## src/rtl/mem_port_arbiter.sv

```systemverilog
// Round-robin arbiter sharing one memory port between fetch and data.
// Single outstanding transaction with a bounded wait for m_ack.
module mem_port_arbiter #(
  parameter int XLEN    = 32,
  parameter int TIMEOUT = 16
) (
  input  logic            clk,
  input  logic            rst,
  input  logic            i_req,
  input  logic [XLEN-1:0] i_addr,
  output logic            i_ack,
  output logic [XLEN-1:0] i_rdata,
  input  logic            d_req,
  input  logic            d_we,
  input  logic [XLEN-1:0] d_addr,
  input  logic [XLEN-1:0] d_wdata,
  output logic            d_ack,
  output logic [XLEN-1:0] d_rdata,
  output logic            m_req,
  output logic            m_we,
  output logic [XLEN-1:0] m_addr,
  output logic [XLEN-1:0] m_wdata,
  input  logic            m_ack,
  input  logic [XLEN-1:0] m_rdata,
  output logic            bus_err
);

  localparam logic [1:0] IDLE = 2'd0;
  localparam logic [1:0] BUSY = 2'd1;
  localparam logic [1:0] RESP = 2'd2;
  localparam int CW = $clog2(TIMEOUT + 1);

  logic [1:0]      state;
  logic            gnt_d;
  logic            last_d;
  logic            err;
  logic [CW-1:0]   cnt;
  logic            we_q;
  logic [XLEN-1:0] addr_q;
  logic [XLEN-1:0] wdata_q;
  logic [XLEN-1:0] ird_q;
  logic [XLEN-1:0] drd_q;
  logic            pick_d;
  logic            expire;
  logic [XLEN-1:0] rd;

  // On a tie, data wins only if fetch was granted last
  assign pick_d = d_req & (~i_req | ~last_d);
  assign expire = (cnt == CW'(TIMEOUT - 1));
  assign rd     = we_q ? '0 : m_rdata;

  always_ff @(posedge clk) begin
    if (rst) begin
      state   <= IDLE;
      gnt_d   <= 1'b0;
      last_d  <= 1'b1;
      err     <= 1'b0;
      cnt     <= '0;
      we_q    <= 1'b0;
      addr_q  <= '0;
      wdata_q <= '0;
      ird_q   <= '0;
      drd_q   <= '0;
    end else begin
      unique case (state)
        IDLE: begin
          if (i_req | d_req) begin
            gnt_d   <= pick_d;
            last_d  <= pick_d;
            we_q    <= pick_d & d_we;
            addr_q  <= pick_d ? d_addr : i_addr;
            wdata_q <= (pick_d & d_we) ? d_wdata : '0;
            cnt     <= '0;
            err     <= 1'b0;
            state   <= BUSY;
          end
        end
        BUSY: begin
          if (m_ack) begin
            if (gnt_d) drd_q <= rd;
            else       ird_q <= rd;
            state <= RESP;
          end else if (expire) begin
            if (gnt_d) drd_q <= '0;
            else       ird_q <= '0;
            err   <= 1'b1;
            state <= RESP;
          end else begin
            cnt <= cnt + 1'b1;
          end
        end
        RESP:    state <= IDLE;
        default: state <= IDLE;
      endcase
    end
  end

  // Outputs forced low combinationally while reset is held
  assign m_req   = ~rst & (state == BUSY);
  assign m_we    = ~rst & (state == BUSY) & we_q;
  assign m_addr  = rst ? '0 : addr_q;
  assign m_wdata = rst ? '0 : wdata_q;
  assign i_ack   = ~rst & (state == RESP) & ~gnt_d;
  assign d_ack   = ~rst & (state == RESP) & gnt_d;
  assign bus_err = ~rst & (state == RESP) & err;
  assign i_rdata = rst ? '0 : ird_q;
  assign d_rdata = rst ? '0 : drd_q;

endmodule

```

## config.mk

```make
export PLATFORM = sky130hd
export DESIGN_NAME = mem_port_arbiter
export DESIGN_NICKNAME = d
export VERILOG_FILES = /design/src/rtl/mem_port_arbiter.sv
export SDC_FILE = /design/constraint.sdc
export NUM_CORES = 1
export LEC_CHECK = 0
export ABC_CLOCK_PERIOD_IN_PS = 5700
export BUFFER_PORTS_ARGS = -buffer_cell sky130_fd_sc_hd__buf_2
export CAP_MARGIN = 40
export CORE_MARGIN = 4
export CORE_UTILIZATION = 30
export DETAILED_ROUTE_END_ITERATION = 8
export PLACE_DENSITY = 0.54
export SLEW_MARGIN = 20
export SYNTH_ARGS = -nofsm -noshare
export SYNTH_HDL_FRONTEND = slang
export SYNTH_SLANG_ARGS = --single-unit
```

## constraint.sdc

```tcl
create_clock -name clk -period 5.7 [get_ports clk]
set_input_delay 0.285 -clock clk [delete_from_list [all_inputs] [get_ports clk]]
set_output_delay 0.285 -clock clk [all_outputs]
set_load 0.05 [all_outputs]
```

==> impl_summary.log <==
[metrics] wire length after detailed routing: ~23 mm
[metrics] final weighted congestion in routability-driven placement: 0.731
[metrics] detailed-routing wirelength on met1: roughly 11 mm
[metrics] worst hold path class: in2reg
[metrics] detailed-routed wire length on met3: between 1.5 and 2 mm
[metrics] worst hold slack: about 120 ps
[metrics] largest net degree at the start of global routing: roughly 140
[metrics] ANT nets after route: 0
[metrics] initial core utilization: 0.305
[metrics] multi-input combinational cell area: slightly below 0.004 mm^2
[metrics] sequential cell area: roughly 0.0028 mm^2
[metrics] arrival time reported for the critical path endpoint: roughly 2800 ps
[metrics] Final Skew: just over 10 ps
[metrics] Post-Synthesis Mean Instance Area: between 8 and 9 um^2
[metrics] standard-cell rows: 56
[metrics] Post-CTS Resized: 0
[metrics] Post-Syn Area: just over 0.007 mm^2
[metrics] Final Net Count: ~1,200
[metrics] crit share post-route: 0.445
[metrics] master cell of the clock root buffer: clkbuf_16
[metrics] number of global-route vias before repair: around 6,600
[metrics] proportion of register bits with asynchronous set or reset after synthesis: 0
[metrics] clock tree from TritonCTS: built
[metrics] transition at the pin with the smallest max-transition slack: 739 ps
[metrics] cell with the most instances after synthesis: dfxtp_1
[metrics] leakage: 3.81 nW
[metrics] start point of the critical path: cnt[0]
[metrics] die span in y: roughly 160 um
[metrics] Final Max Tran Viols: 0
[metrics] Mapped Cells: 850
[metrics] routed wl met2: approximately 11 mm
[metrics] dominant cell type by area after synthesis: dfxtp_1
[metrics] total CTS buffers: 17
[metrics] Net Count, Synth: ~990
[metrics] number of antenna violations at the first check in global routing: 0
[metrics] Layout Area Growth over Synthesis: 27.9%
[metrics] type of the worst setup path: reg2reg
[metrics] relative slew slack: 0.508
[metrics] Setup crit start kind: register
[metrics] Crit path required time: between 5000 and 6000 ps
[metrics] top cells by area in the synthesized netlist: dfxtp_1, nor2b_1, a21oi_1
[metrics] minimum setup slack in the final design: between 3000 and 4000 ps
[metrics] worst IR drop on VDD: between 100 and 150 uV
[metrics] Ant. Diodes: 0
[metrics] buffers inserted by post-CTS timing repair: 0
[metrics] worst min-delay path startpoint: d_wdata[9]
[metrics] Floorplan Core Area: around 0.023 mm^2
[metrics] number of failing hold endpoints at the final stage: 0
[metrics] clock slew at reported path FFs: roughly 60 ps
[metrics] first-pass GRT wire length: ~36 mm
[metrics] number of enable flip-flop cells after synthesis: 0
[metrics] count of max-cap constraint violations: 0
[metrics] routed length per instance: roughly 17 um
[metrics] initial drt markers: roughly 530
[metrics] number of failing setup endpoints in the final timing report: 0
[metrics] deepest level of the CTS H-tree: 4
[metrics] total number of vias: 7,070
[metrics] Vias/cell: around 5.1
[metrics] worst setup timing slack at the placement stage: ~3200 ps
[metrics] unrepaired setup endpoints after global routing: false
[metrics] power per cell area: 278 mW/mm^2
[metrics] crit path capture type: register
[metrics] number of hold-repair buffers added at the cts stage: 0
[metrics] worst-path maximum fanout: 37
[metrics] sequential share of the synthesized area: 0.389
[metrics] Post-DP HPWL: between 10 and 15 mm
[metrics] TNS Setup: 0 ps
[metrics] die area: approximately 0.026 mm^2
[metrics] number of library cell types mapped by synthesis: 37
[metrics] Yosys warnings: 0
[metrics] deepest clock path buffer count: 2
[metrics] Tmin final: between 2000 and 3000 ps
[metrics] flop and latch count out of synthesis: between 100 and 150
[metrics] total I/O pin count: 267
[metrics] area share of the largest cell type after synthesis: 0.389
[metrics] Sinks on Clock Net: about 140
[metrics] f_max: ~390 MHz
[metrics] global routing usage summed across all routing layers: 0.167
[metrics] fraction of final layout cells sized beyond drive strength 1: 0.312
[metrics] most used flip-flop cell after synthesis: dfxtp_1
[metrics] Worst-Skew Late Latency: 420 ps
[metrics] total iterations of the first detailed-routing run: 5
[metrics] outcome: finished, final reports clean
[metrics] detailed-route DRC error count: 0
[metrics] input/output buffers: 266
[metrics] fill cell total of the finished layout: 2,484
[metrics] Layout Utilization: 0.390
[metrics] leftover overflow at the end of global routing: 0
[metrics] top cells by count, synth: dfxtp_1, a21oi_1, nor2b_1, nand4_1, o31ai_1
[metrics] source of the worst register-to-register timing path: cnt[0]
[metrics] DIE WIDTH: 162 um
[metrics] highest metal layer with signal wires: met4
==> per-stage QoR <==
stage / area (um^2) / std cells / power (W)
after floorplan: 7150 / 850 / 0.00139
after global placement: 8530 / 1341 / 0.00152
after detailed placement: 8580 / 1343 / 0.00152
after CTS: 9120 / 1374 / 0.00259
after global routing: 9150 / 1375 / 0.00267
final: 9150 / 1375 / 0.00255
==> worst max-delay path: stages, from the launching register on <==
cell,delay [ps]
dfxtp_1,360
ha_1,190
and3_1,160
ha_1,270
or2_2,600
buf_4,480
o22ai_1,170
nor2b_1,170
==> area by class of cell <==
type | instances | area share
Clock inverter | 11 | 0.0107
Sequential cell | 139 | 0.304
Clock buffer | 20 | 0.0488
Tap cell | 319 | 0.0436
Multi-Input combinational cell | 599 | 0.424
Timing Repair Buffer | 285 | 0.167
Inverter | 2 | 0.000821
==> logic make-up after synthesis <==
logic type / share of synthesized area
muxes: 0.0462
DFF: 0.389
adders and majority gates: 0.00350
buffers and inverters: 0.0730
AOI/OAI and AO/OA: 0.232
and+or+nand+nor: 0.256
==> placed cells by master, fill, tap and decap left out, drive strengths merged <==
cell,netlist,routed
buf,49,284
dfxtp,139,139
a21oi,135,135
nor2b,130,130
nand4,64,64
o31ai,64,64
o21ai,36,36
nand3,34,34
mux2i,33,33
and3b,32,32
a211oi,32,32
clkbuf,61,21
clkinv,0,5
nor2,5,5
and2,4,4
o221ai,4,4
clkinvlp,0,4
nand2,3,3
or2,3,3
nand2b,3,3
inv,2,3
or3,2,2
o22ai,2,2
nor3,2,2
ha,2,2
nor3b,2,2
a21boi,2,2
and3,1,1
and2b,1,1
o32ai,1,1
nor4b,1,1
nand3b,1,1
bufinv,0,1
==> power breakdown <==
group	switching, W	total [W]	internal (W)
clock	0.000436	0.00104	0.000608
sequential	0.0000216	0.00104	0.00101
combinational	0.000323	0.000467	0.000144
==> flip-flops by register name (all words and copies together), names as in the netlist <==
name and count:
addr_q 32, cnt 5, drd_q 32, err 1, gnt_d 1, ird_q 32
last_d 1, state 2, wdata_q 32, we_q 1
==> final timing paths <==
path | end | slack, ps | depth (start not counted)
min | wdata_q[9] | 120 | 3
min reg2reg | drd_q[30] | 460 | 2
max reg2reg | state[0] | 3160 | 7
max | state[0] | 3160 | 7
==> metal layers <==
| layer | global-route usage | vias up |
|---|---|---|
| met2 | 0.261 | 250 |
| li1 | - | 3487 |
| met3 | 0.0425 | 13 |
| met4 | 0.0438 | 0 |
| met5 | 0 | - |
| met1 | 0.231 | 3320 |
No activity file was read; power rests on OpenSTA's default activity.
